### config.mk
export PLATFORM = sky130hd
export DESIGN_NAME = io_stage
export DESIGN_NICKNAME = d
export VERILOG_FILES = /design/src/rtl/io_stage_pkg.sv /design/src/rtl/io_load_aligner.sv /design/src/rtl/io_stage.sv
export SDC_FILE = /design/constraint.sdc
export NUM_CORES = 1
export LEC_CHECK = 0
export ABC_AREA = 1
export CELL_PAD_IN_SITES_DETAIL_PLACEMENT = 1
export CELL_PAD_IN_SITES_GLOBAL_PLACEMENT = 1
export CORE_AREA = 2 2 207 209
export CTS_CLUSTER_DIAMETER = 50
export DETAILED_ROUTE_END_ITERATION = 10
export DIE_AREA = 0 0 209 211
export GPL_TIMING_DRIVEN = 0
export PLACE_DENSITY_LB_ADDON = 0.1
export SLEW_MARGIN = 10
export SYNTH_ARGS = -nofsm -noshare
export SYNTH_HDL_FRONTEND = slang
export SYNTH_SLANG_ARGS = --single-unit
### constraint.sdc
create_clock -name clock -period 9.8 [get_ports clock]
set_input_delay 1.96 -clock clock [delete_from_list [all_inputs] [get_ports clock]]
set_output_delay 1.96 -clock clock [all_outputs]
set_load 0.05 [all_outputs]
### src/rtl/io_stage_pkg.sv
// Types shared by the EX -> IO -> WB boundary: the EX result bus, the IO output buses
// and the divide-tracking state encoding.

package ex_stage_params;

    localparam int unsigned DATA_W     = 32;
    localparam int unsigned REG_ADDR_W = 5;

    typedef enum logic [1:0] {
        MEM_BYTE = 2'd0,
        MEM_HALF = 2'd1,
        MEM_WORD = 2'd2
    } MemSize;

    typedef struct packed {
        logic                    valid;
        logic [DATA_W-1:0]       program_count;
        logic [REG_ADDR_W-1:0]   destination_register;
        logic                    register_write;
        logic [DATA_W-1:0]       alu_result;
        logic                    result_high;
        logic                    result_low;
        logic                    high_low_write;
        logic                    result_is_from_memory;
        logic [1:0]              memory_address_final;
        MemSize                  memory_io_size;
        logic                    memory_io_unsigned;
        logic                    is_load_left;
        logic                    is_load_right;
        logic [DATA_W-1:0]       source_register_data;
        logic                    is_multiply;
        logic                    is_divide;
        logic [2*DATA_W-1:0]     multiply_result;
        logic                    divide_result_valid;
        logic [DATA_W-1:0]       divide_quotient;
        logic [DATA_W-1:0]       divide_remainder;
    } EXToIOData;

endpackage

package io_stage_params;

    import ex_stage_params::*;

    typedef struct packed {
        logic                    valid;
        logic [DATA_W-1:0]       program_count;
        logic [REG_ADDR_W-1:0]   destination_register;
        logic                    register_write;
        logic [DATA_W-1:0]       final_result;
    } IOToWBData;

    typedef struct packed {
        logic                    valid;
        logic                    data_valid;
        logic [REG_ADDR_W-1:0]   write_register;
        logic [DATA_W-1:0]       write_data;
    } IOToIDBackPassData;

    typedef enum logic [1:0] {
        IDLE     = 2'd0,
        WAIT_DIV = 2'd1,
        DONE     = 2'd2
    } DivideState;

endpackage

### src/rtl/io_load_aligner.sv
// Load data alignment: picks and extends the addressed byte/halfword from the memory word.
// With IO_UNALIGNED_LOAD_EN defined, left/right partial-word loads merge the memory word
// with the old register value; otherwise they behave as plain word loads.

module io_load_aligner
    import ex_stage_params::*;
(
    input  logic [1:0]        address,
    input  logic [DATA_W-1:0] memory_word,
    input  logic [DATA_W-1:0] register_data,
    input  MemSize            size,
    input  logic              is_unsigned,
    input  logic              is_load_left,
    input  logic              is_load_right,
    output logic [DATA_W-1:0] load_data_c
);

    logic [4:0] byte_shift;
    logic [4:0] half_shift;
    logic [7:0] byte_value;
    logic [15:0] half_value;

    assign byte_shift = {address, 3'b000};
    assign half_shift = {address[1], 4'b0000};
    assign byte_value = memory_word[byte_shift +: 8];
    assign half_value = memory_word[half_shift +: 16];

`ifndef IO_UNALIGNED_LOAD_EN
    logic unused_register_data;
    assign unused_register_data = ^register_data;
`endif

    // Select the aligned, extended load value.
    always_comb begin
        load_data_c = memory_word;
`ifdef IO_UNALIGNED_LOAD_EN
        if (is_load_left) begin
            case (address)
                2'd0:    load_data_c = {memory_word[7:0],  register_data[23:0]};
                2'd1:    load_data_c = {memory_word[15:0], register_data[15:0]};
                2'd2:    load_data_c = {memory_word[23:0], register_data[7:0]};
                default: load_data_c = memory_word;
            endcase
        end else if (is_load_right) begin
            case (address)
                2'd1:    load_data_c = {register_data[31:24], memory_word[31:8]};
                2'd2:    load_data_c = {register_data[31:16], memory_word[31:16]};
                2'd3:    load_data_c = {register_data[31:8],  memory_word[31:24]};
                default: load_data_c = memory_word;
            endcase
        end else begin
`else
        if (is_load_left || is_load_right) begin
            load_data_c = memory_word;
        end else begin
`endif
            case (size)
                MEM_BYTE: load_data_c = {{24{~is_unsigned & byte_value[7]}}, byte_value};
                MEM_HALF: load_data_c = {{16{~is_unsigned & half_value[15]}}, half_value};
                default:  load_data_c = memory_word;
            endcase
        end
    end

endmodule

### src/rtl/io_stage.sv
// IO (memory-access) pipeline stage: holds one EX result, latches the load word and the
// multiply product in its first cycle, stalls on divides until the divider reports done,
// and owns the HI/LO registers, written once when the instruction commits to WB.
// Optional feature macro: IO_UNALIGNED_LOAD_EN (left/right partial-word load merging).

module io_stage
    import ex_stage_params::*;
    import io_stage_params::*;
(
    input  logic              clock,
    input  logic              reset,
    input  logic              wb_allow_in,
    output logic              io_allow_in,
    input  EXToIOData         ex_to_io_bus,
    input  logic [DATA_W-1:0] data_read_data,
    output IOToWBData         io_to_wb_bus,
    output IOToIDBackPassData io_to_id_back_pass_bus
);

    logic                io_valid;
    logic                first_cycle;
    logic                io_ready_go;
    logic                capture;
    logic                commit;
    EXToIOData           io_data;
    logic [DATA_W-1:0]   mem_word_q;
    logic [2*DATA_W-1:0] product_q;
    logic [DATA_W-1:0]   quotient_q;
    logic [DATA_W-1:0]   remainder_q;
    logic [DATA_W-1:0]   hi_q;
    logic [DATA_W-1:0]   lo_q;
    logic [DATA_W-1:0]   mem_word_c;
    logic [2*DATA_W-1:0] product_c;
    logic [DATA_W-1:0]   load_data_c;
    logic [DATA_W-1:0]   final_result_c;
    logic                bp_valid_c;
    DivideState          div_state;
    DivideState          div_next;

    // Live-bus fields that the held copy never consumes.
    logic unused_held_bits;
    assign unused_held_bits = ^{io_data.valid, io_data.multiply_result,
                                io_data.divide_result_valid, io_data.divide_quotient,
                                io_data.divide_remainder};

    assign io_ready_go = (div_state != WAIT_DIV);
    assign io_allow_in = !io_valid || (io_ready_go && wb_allow_in);
    assign capture     = ex_to_io_bus.valid && io_allow_in;
    assign commit      = io_valid && io_ready_go && wb_allow_in;

    // First cycle reads the SRAM/multiplier directly; later cycles use the latched copies.
    assign mem_word_c = first_cycle ? data_read_data : mem_word_q;
    assign product_c  = first_cycle ? ex_to_io_bus.multiply_result : product_q;

    // Stage occupancy and first-cycle flag.
    always_ff @(posedge clock) begin
        if (reset) begin
            io_valid    <= 1'b0;
            first_cycle <= 1'b0;
        end else begin
            if (io_allow_in) begin
                io_valid <= ex_to_io_bus.valid;
            end
            first_cycle <= capture;
        end
    end

    // Datapath holding registers (no reset needed, qualified by io_valid).
    always_ff @(posedge clock) begin
        if (capture) begin
            io_data <= ex_to_io_bus;
        end
        if (first_cycle) begin
            mem_word_q <= data_read_data;
        end
        if (first_cycle && io_data.is_multiply) begin
            product_q <= ex_to_io_bus.multiply_result;
        end
        if ((div_state == WAIT_DIV) && ex_to_io_bus.divide_result_valid) begin
            quotient_q  <= ex_to_io_bus.divide_quotient;
            remainder_q <= ex_to_io_bus.divide_remainder;
        end
    end

    // HI/LO architectural registers, written only at commit.
    always_ff @(posedge clock) begin
        if (reset) begin
            hi_q <= '0;
            lo_q <= '0;
        end else if (commit) begin
            if (io_data.is_multiply) begin
                hi_q <= product_c[2*DATA_W-1:DATA_W];
                lo_q <= product_c[DATA_W-1:0];
            end else if (io_data.is_divide) begin
                hi_q <= remainder_q;
                lo_q <= quotient_q;
            end else if (io_data.high_low_write) begin
                if (io_data.result_high) begin
                    hi_q <= io_data.alu_result;
                end
                if (io_data.result_low) begin
                    lo_q <= io_data.alu_result;
                end
            end
        end
    end

    // Divide FSM state register.
    always_ff @(posedge clock) begin
        if (reset) begin
            div_state <= IDLE;
        end else begin
            div_state <= div_next;
        end
    end

    // Divide FSM next state; a divide can be captured in the same cycle the previous one leaves.
    always_comb begin
        div_next = div_state;
        case (div_state)
            IDLE: begin
                if (capture && ex_to_io_bus.is_divide) begin
                    div_next = WAIT_DIV;
                end
            end
            WAIT_DIV: begin
                if (ex_to_io_bus.divide_result_valid) begin
                    div_next = DONE;
                end
            end
            DONE: begin
                if (commit) begin
                    div_next = (capture && ex_to_io_bus.is_divide) ? WAIT_DIV : IDLE;
                end
            end
            default: div_next = IDLE;
        endcase
    end

    io_load_aligner u_load_aligner (
        .address       (io_data.memory_address_final),
        .memory_word   (mem_word_c),
        .register_data (io_data.source_register_data),
        .size          (io_data.memory_io_size),
        .is_unsigned   (io_data.memory_io_unsigned),
        .is_load_left  (io_data.is_load_left),
        .is_load_right (io_data.is_load_right),
        .load_data_c   (load_data_c)
    );

    // Result selection: HI/LO moves, load data, else the ALU result.
    always_comb begin
        final_result_c = io_data.alu_result;
        if (io_data.register_write && io_data.result_high && !io_data.high_low_write) begin
            final_result_c = hi_q;
        end else if (io_data.register_write && io_data.result_low && !io_data.high_low_write) begin
            final_result_c = lo_q;
        end else if (io_data.result_is_from_memory) begin
            final_result_c = load_data_c;
        end
    end

    // Output bus assembly.
    always_comb begin
        bp_valid_c = io_valid && io_data.register_write;

        io_to_wb_bus                      = '0;
        io_to_wb_bus.valid                = io_valid && io_ready_go;
        io_to_wb_bus.program_count        = io_data.program_count;
        io_to_wb_bus.destination_register = io_data.destination_register;
        io_to_wb_bus.register_write       = io_data.register_write;
        io_to_wb_bus.final_result         = final_result_c;

        io_to_id_back_pass_bus                = '0;
        io_to_id_back_pass_bus.valid          = bp_valid_c;
        io_to_id_back_pass_bus.data_valid     = bp_valid_c && io_ready_go;
        io_to_id_back_pass_bus.write_register = bp_valid_c ? io_data.destination_register
                                                           : REG_ADDR_W'(0);
        io_to_id_back_pass_bus.write_data     = final_result_c;
    end

endmodule

# Yosys cells after proc, flatten, opt, wreduce, memory -nomap -nowiden

Index checks and enable logic that the tools add are counted.

Bits in registers: 311
Bits in latches: 0
RAM bits: 0
ROM bits: 0
Input port bits: 280
Output and inout port bits: 111
Memories kept: 0

Add/subtract/negate cells: 0
$mul: 0
Divide/modulo/power cells: 0
Magnitude comparators: 0
Equality and inequality tests: 7
Shift-type cells: 2
Muxes and demuxes: 21
Bitwise logic cells: 3
Reduce and logical (&&, ||, !) cells: 25

Operator list:

| kind                                          | number |
|---|---|
| 2-to-1 mux 32 bit                             | 13 |
| 2-to-1 mux 64 bit                             | 1 |
| case mux 32 bit (2 select lines)              | 1 |
| variable part select 32 x 6 -> 16 bit         | 1 |
| variable part select 32 x 6 -> 8 bit          | 1 |
| logical AND 1 bit                             | 13 |
| AND reduction 3 bit                           | 3 |
| nonzero test 3 bit                            | 3 |
| 2-to-1 mux 2 bit                              | 3 |
| != test 2 bit, second input constant          | 3 |
| case mux 2 bit (3 select lines)               | 1 |
| 2-to-1 mux 5 bit                              | 1 |
| == test 2 x 1 -> 1 bit, second input constant | 2 |
| logical NOT 2 bit                             | 2 |
| AND 1 bit                                     | 2 |
| == test 2 bit, second input constant          | 1 |
| logical NOT 1 bit                             | 2 |
| logical OR 1 bit                              | 2 |
| != test 2 x 1 -> 1 bit, second input constant | 1 |
| 2-to-1 mux 1 bit                              | 1 |
| inverter 1 bit                                | 1 |

# Depth between registers and ports, before layout

Gate-level depths: netlist (run 1).

Word-level depth: 8
Gate-level depth with buffers: 16
Mapped depth without buffers: 13

# Hierarchy

A second synthesis (run 1) with hierarchy kept.

Cell total of the unflattened synthesis: 1,884
Area, all modules: 15,856.5 um^2

By module, submodules not included:

| module          | instances | cells an instance | area each (um^2) | seq. area each (um^2) |
|---|---|---|---|---|
| io_stage        | 1         | 1,704             | 15,093.2         | 9,298.9 |
| io_load_aligner | 1         | 180               | 763.2            | 0.0 |

# Worst setup path after synthesis (run 1)

Ideal clock, no wire load.

Path type: input-to-reg
From: in wb_allow_in
To: reg div_state[0]
Setup time: 86 ps
Arrival time: 6,164 ps
Setup slack: 3,550 ps
Cell stages on the path: 6
Buffers on the path: 0
Cells stage by stage: a21oi_1 -> nor2_1 -> nand2_1 -> nand2_1 -> nand2_1 -> a211oi_1

Word-level cells in the longest chain between the ends: 7
Elaborated cells on any way between the ends: 11
Those cells by class: eq/ne: 2; mux: 3; reduce/logical: 6

Ends and longest elaborated chain:

| what                            | line                             | RTL |
|---|---|---|
| start, declared                 | io_stage.sv:12                   | `input logic wb_allow_in,` |
| logical AND 1 bit *             | io_stage.sv:47                   | `assign io_allow_in = !io_valid \|\| (io_ready_go && wb_allow_in);` |
| logical OR 1 bit *              | io_stage.sv:47                   |  |
| logical AND 1 bit *             | io_stage.sv:48                   | `assign capture = ex_to_io_bus.valid && io_allow_in;` |
| net capture                     | io_stage.sv:23                   | `logic capture;` |
| logical AND 1 bit *             | io_stage.sv:122, io_stage.sv:133 |  |
| 2-to-1 mux 1 bit                | io_stage.sv:133                  | `div_next = (capture && ex_to_io_bus.is_divide) ? WAIT_DIV : IDLE;` |
| 2-to-1 mux 2 bit                | io_stage.sv:132                  | `if (commit) begin` |
| case mux 2 bit (3 select lines) | io_stage.sv:120                  | `case (div_state)` |
| end signal, assigned            | io_stage.sv:113                  | `div_state <= div_next;` |
| end, declared                   | io_stage.sv:37                   | `DivideState div_state;` |

Mark *: on every way through the listed nets, which the timed path passes. The rest lies on a longest branch. The select of a mux whose other input is x is not followed.
A chain may end at the register's enable or synchronous reset.

==> results.py, run 1 <==
metrics = {
    "placement": {
        "dp_slack_ns": 3.237,
        "globalplace.congestion": 0.8494,
        "io_buffers": 357,
        "dp_hpwl_um": 40380,
    },
    "timing": {
        "worst_slew_pin_slew_ns": 0.8206,
        "maxSlewHeadroom_pct": 45.17,
        "min_period_ns": 6.577,
        "setup_ws_ns": 3.223,
        "post-route-period-util_pct": 67.11,
        "hold-worst-slack_ns": 0.4832,
        "setup-violations-final": 0,
        "hold_viol": 0,
        "fin_setup_tns_ns": 0,
        "grt_setup_unrepaired": "false",
        "fmax_ghz": 0.1521,
        "finalClockSkew_ns": 0.01503,
        "slew_viol_final": 0,
    },
    "yosys": {
        "yosysWarnings": 0,
        "synthDominantCellAreaShare_pct": 43.87,
        "synth_ff_type": "edfxtp_1",
        "yosys-top-cells-area": "edfxtp_1 (44%), dfxtp_1 (14%), nand2_1 (13%)",
        "async_flop_share_pct": 0,
        "synth_nets": 1884,
        "syn_inst": 1604,
        "yosysMostFrequentCell": "nand2_1",
        "ys_seq_area_share_pct": 57.73,
        "synth_seq_cells": 311,
        "synth_edf_count": 211,
        "netlist-cell-type-count": 33,
        "synth_top_area_cell": "edfxtp_1",
        "synth_common_cells": "nand2_1 (484), nor2_1 (212), edfxtp_1 (211)",
        "synthesis.area_um2": 14440,
        "avgSynthCellArea_um2": 9.004,
    },
    "floorplanning": {
        "die_w_um": 209,
        "initial_core_util_pct": 34.59,
        "dieArea_um2": 44100,
        "die-height_um": 211,
        "core_um2": 41760,
        "top_level_ports": 391,
        "rows": 75,
    },
    "critical_path": {
        "crit_path_cell_trace": "clkdlybuf4s50_1 > inv_1 > nand2_1 > nand3_1 > nand2_1 > nand2_1 > nand2_2 > nand2_4 > nand2_8 > nand3_1 > nand2_1 > nand2_1 > nand2_1 > buf_4 > clkdlybuf4s50_1",
        "cp_common_cell": "nand2_1",
        "cp_data_required_time_ns": 7.84,
        "critPathMaxStageDelay_ns": 0.79,
        "crit_slowest_cell": "clkdlybuf4s50_1",
        "endpoint_kind": "primary output",
        "worstPathBufferInverterCount": 4,
        "r2r_setup_slack_ns": 7.41,
        "path_delay_family": "buffers and inverters",
        "criticalPathCategory": "in -> out",
        "crit_fanout": 8,
        "worstPathArrival_ns": 4.62,
        "start_kind": "input pin",
    },
    "global_routing": {
        "grt.overflow.total": 0,
        "grt_pass1_vias": 13390,
        "grt_pass1_wl_um": 79780,
        "track_usage_pct": 24.27,
        "grt_max_degree": 36,
        "antenna_found_initial": 4,
    },
    "clocking": {
        "hold_buffers": 0,
        "cts_inserted_buffers": 44,
        "root_buffer": "clkbuf_16",
        "post_cts_buffers": 0,
        "clock_sinks": 311,
        "clockBufferDepth": 3,
        "cts.clk_slew.worst_paths_ns": 0.05,
        "post_cts_resized": 0,
        "cts-htree-levels": 2,
        "clk_latency_ns": 0.58,
        "tritoncts": "done",
    },
    "hold_path": {
        "hold_path.class": "reg -> reg",
    },
    "drt": {
        "ant_nets": 0,
        "drt_first_pass_iters": 5,
        "drt_wl_total_um": 53480,
        "avgViaCountPerCell": 4.886,
        "num_vias": 12660,
        "initialDrtViolationCount": 635,
        "drc": 0,
        "wl_per_cell_um": 20.64,
    },
    "run": {
        "drv_cap": 0,
    },
    "pwr": {
        "leakage_nw": 8.518,
        "power.density_nw_per_um2": 197.9,
        "finalPower_w": 0.004028,
        "ir_worst_vdd_mv": 0.1065,
    },
    "finish": {
        "layout-drive-gt1-share_pct": 10.35,
        "area_growth_pct": 40.95,
        "nets": 2293,
    },
    "status": {
        "status": "completed",
    },
}
logic make-up after synthesis:
logic type / after synthesis / share of synthesized area (%)
buffers and inverters: 244 / 9.192
AO/OA/AOI/OAI: 281 / 11.74
AND/OR/NAND/NOR: 768 / 21.34
flip-flops: 311 / 57.73
sequential cells by signal, summed over array words and instances (netlist names):
signal / count
first_cycle: 1
div_state: 2
io_to_wb_bus: 38
hi_q: 32
io_valid: 1
lo_q: 32
quotient_q: 32
mem_word_q: 32
product_q: 64
io_data: 45
remainder_q: 32
worst paths after layout:
check	startpoint	end	depth (start not counted)
max	data_read_data[31]	io_to_wb_bus[19]	15
min reg2reg	mem_word_q[25]	mem_word_q[25]	2
max reg2reg	first_cycle	product_q[9]	7
min	mem_word_q[25]	mem_word_q[25]	2
layer usage:
| metal | track usage, % | up-vias | share of wire, % |
|---|---|---|---|
| li1 | - | 6093 | - |
| met1 | 30.75 | 6139 | 44 |
| met2 | 42.06 | 349 | 49 |
| met3 | 4.475 | 77 | 5.0 |
| met4 | 7.635 | 2 | 2.5 |
| met5 | 0 | - | 0.024 |
layout by cell type (no fill, tap or decap), types with 2 or more instances in the layout:
master | netlist | layout
nand2_2 | 2 | 2
buf_6 | 12 | 12
clkbuf_8 | 0 | 2
buf_2 | 17 | 17
inv_4 | 1 | 2
inv_2 | 4 | 4
o21ai_1 | 3 | 3
clkbuf_16 | 0 | 45
nand2_4 | 2 | 2
buf_12 | 1 | 6
clkinv_4 | 0 | 4
inv_6 | 0 | 7
nand3_1 | 42 | 42
clkbuf_1 | 57 | 66
o21ai_0 | 82 | 82
clkinv_1 | 0 | 3
nor2_4 | 2 | 4
clkdlybuf4s50_1 | 0 | 357
clkinv_2 | 0 | 4
a31oi_1 | 64 | 64
edfxtp_1 | 211 | 211
a21oi_1 | 56 | 56
diode_2 | 0 | 3
a21oi_4 | 2 | 2
nand2_1 | 484 | 484
and2_1 | 7 | 7
nor3_1 | 3 | 3
nand3_2 | 10 | 10
inv_1 | 76 | 75
o21bai_1 | 64 | 64
bufinv_16 | 0 | 6
dfxtp_1 | 100 | 100
o211ai_1 | 8 | 8
nor2_1 | 212 | 210
buf_4 | 75 | 75
through the flow:
step	cells	area (um^2)	utilization, %
after floorplan	1604	14440	-
after global placement	2500	18690	44.76
after detailed placement	2506	18840	45.11
after CTS	2588	20350	48.73
after global routing	2589	20350	48.74
final	2591	20360	48.75
layout make-up:
class                   instances  area, um^2
diodes                          3       7.507
clock inverters                26       326.6
fillers                      4764       21400
repair buffers                363        3701
well taps                     539       674.4
plain buffers                 163        1021
inverters                      81       309.0
flip-flops and latches        311        8338
clock buffers                  56        1187
multi-input cells            1049        4792
tightest hold or removal path: stages, from the launching register on:
cell,delay (ns)
dfxtp_1,0.29
inv_1,0.04
o21ai_0,0.09
power breakdown:
part / internal [W] / leakage (nW) / switching [W]
clock: 0.00103 / 0.739 / 0.000642
sequential: 0.00149 / 2.79 / 0.0000335
combinational: 0.000316 / 4.99 / 0.000515
Note: power is estimated with default switching activity, not from simulation.
==> run 2, diff against run 1 <==
clock period = 6.83 ns   (was 9.8 ns; I/O delays follow)
==> results of run 2 <==
The final DEF is identical to that of run 1. Status: completed.
Main changes from that run: setup slack after placement 3.237 ns -> 1.455 ns; setup slack after layout 3.223 ns -> 1.441 ns; register-to-register setup slack 7.41 ns -> 4.44 ns; total power 0.004028 W -> 0.005779 W; worst IR drop on VDD 0.1065 mV -> 0.1528 mV
==> run 3, diff against run 2 <==
CORE_AREA = 2 2 213 215   (was 2 2 207 209)
DIE_AREA = 0 0 215 217   (was 0 0 209 211)
clock period = 4.3 ns   (was 6.83 ns; I/O delays follow)
==> results.py, run 3 (synthesis gave the netlist of run 1 again) <==
metrics = {
    "drt": {
        "avgViaCountPerCell": 4.730,
        "met3_length_um": 2522,
        "drt_wl_total_um": 54540,
        "drt_first_pass_iters": 5,
        "dr_wl_met2_um": 26580,
        "drc": 0,
        "num_vias": 12580,
        "ant_nets": 0,
        "wl_met1_um": 24270,
        "initialDrtViolationCount": 612,
        "wl_per_cell_um": 20.50,
        "top_layer": "met5",
    },
    "finish": {
        "nets": 2297,
        "final_util_pct": 46.48,
        "fin_area_um2": 20780,
        "layout-drive-gt1-share_pct": 10.95,
        "area_growth_pct": 43.86,
        "final_common_cell": "nand2_1",
        "layout_common_cells": "nand2_1 (484), clkdlybuf4s50_1 (301), edfxtp_1 (211)",
        "largest_reg_flops": 64,
        "top_register": "product_q",
    },
    "pwr": {
        "power_frac_seq_pct": 36.2,
        "ir_worst_vdd_mv": 0.3944,
        "power.density_nw_per_um2": 462.9,
        "finalPower_w": 0.009619,
        "p_clk_share_pct": 44.3,
        "intPower_w": 0.006907,
        "leakage_nw": 9.086,
        "p_sw_w": 0.002712,
        "pwr-share-comb_pct": 19.5,
        "swShare_pct": 28.19,
    },
    "timing": {
        "hold_viol": 0,
        "setup-violations-final": 0,
        "post-route-period-util_pct": 97.04,
        "min_period_ns": 4.173,
        "worst_slew_pin_slew_ns": 0.7640,
        "setup_ws_ns": 0.1273,
        "fin_setup_tns_ns": 0,
        "fmax_ghz": 0.2397,
        "grt_setup_unrepaired": "true",
        "slew_viol_final": 0,
        "finalClockSkew_ns": 0.01732,
        "maxSlewHeadroom_pct": 49.07,
    },
    "global_routing": {
        "grt_pass1_wl_um": 81540,
        "grt_max_degree": 35,
        "grt.overflow.total": 0,
        "grt_pass1_vias": 13420,
        "track_usage_pct": 23.22,
        "antenna_found_initial": 6,
    },
    "status": {
        "status": "completed",
    },
    "placement": {
        "dp_slack_ns": -0.06256,
        "dp_hpwl_um": 41290,
        "dpl-instance-area_um2": 18950,
        "globalplace.congestion": 0.8361,
        "io_buffers": 357,
    },
    "critical_path": {
        "start_kind": "register",
        "worstReg2RegStart": "first_cycle",
        "endpoint_kind": "primary output",
        "worstPathArrival_ns": 3.31,
        "cp-startpoint": "io_data[171]",
        "crit_fanout": 10,
        "cp_data_required_time_ns": 3.44,
        "criticalPathCategory": "reg -> out",
    },
    "clocking": {
        "tritoncts": "done",
        "cts-htree-levels": 2,
        "cts.clk_slew.worst_paths_ns": 0.05,
        "cts_inserted_buffers": 47,
        "post_cts_buffers": 0,
        "clockBufferDepth": 3,
        "post_cts_resized": 24,
        "clock_sinks": 311,
        "clk_latency_ns": 0.58,
        "root_buffer": "clkbuf_16",
        "hold_buffers": 0,
    },
    "floorplanning": {
        "top_level_ports": 391,
        "dieArea_um2": 46660,
        "rows": 78,
        "core_um2": 44700,
        "die-height_um": 217,
        "die_w_um": 215,
        "initial_core_util_pct": 32.31,
    },
    "hold_path": {
        "holdCritStartpoint": "mem_word_q[25]",
        "hold_path.class": "reg -> reg",
    },
    "run": {
        "drv_cap": 0,
    },
}
==> run 3: final timing paths <==
kind | endpoint | slack [ns] | depth (start not counted)
max | io_to_wb_bus[7] | 0.13 | 8
min | mem_word_q[25] | 0.48 | 2
max reg2reg | product_q[17] | 1.93 | 7
min reg2reg | mem_word_q[25] | 0.48 | 2
==> run 3: cell type report <==
class / count / area [um^2]
Clock buffer: 56 / 1252
Timing Repair Buffer: 364 / 3800
Tap cell: 600 / 750.7
Multi-Input combinational cell: 1049 / 4813
Clock inverter: 31 / 474.2
Antenna cell: 5 / 12.51
Sequential cell: 311 / 8338
Fill cell: 5146 / 23920
Buffer: 163 / 1027
Inverter: 81 / 309.0
==> run 3: metrics by stage <==
stage | hold slack, ns | instances
CTS | 0.4784 | 2655
global route | 0.4999 | 2658
detailed placement | 0.4687 | 2568
finish | 0.4760 | 2660
floorplan | 0.4432 | 1604
global placement | 0.4659 | 2561
==> run 3: power groups by stage <==
| stage | clock network (W) | registers (W) | logic, W |
|---|---|---|---|
| 2_1_floorplan | 0 | 0.00352 | 0.00111 |
| 3_3_place_gp | 0 | 0.00355 | 0.00185 |
| 3_5_place_dp | 0 | 0.00354 | 0.00191 |
| 4_1_cts | 0.00435 | 0.00348 | 0.00190 |
| 5_1_grt | 0.00446 | 0.00350 | 0.00202 |
| 6_report | 0.00426 | 0.00348 | 0.00188 |
==> run 3: worst max-delay path, cell delays in order, from the launching register on <==
cell             delay [ns]
edfxtp_1               0.50
nor3_4                 0.41
inv_2                  0.15
clkbuf_1               0.34
nand2_1                0.23
nand2_1                0.07
nand2_1                0.12
buf_4                  0.12
clkdlybuf4s50_1        0.79
==> run 3: routing by layer <==
metal  vias to the layer above  global-route usage, %
met5                         -                      0
met4                         2                  7.103
met3                        71                  3.816
met2                       311                  39.97
met1                      6100                  30.01
li1                       6098                      -
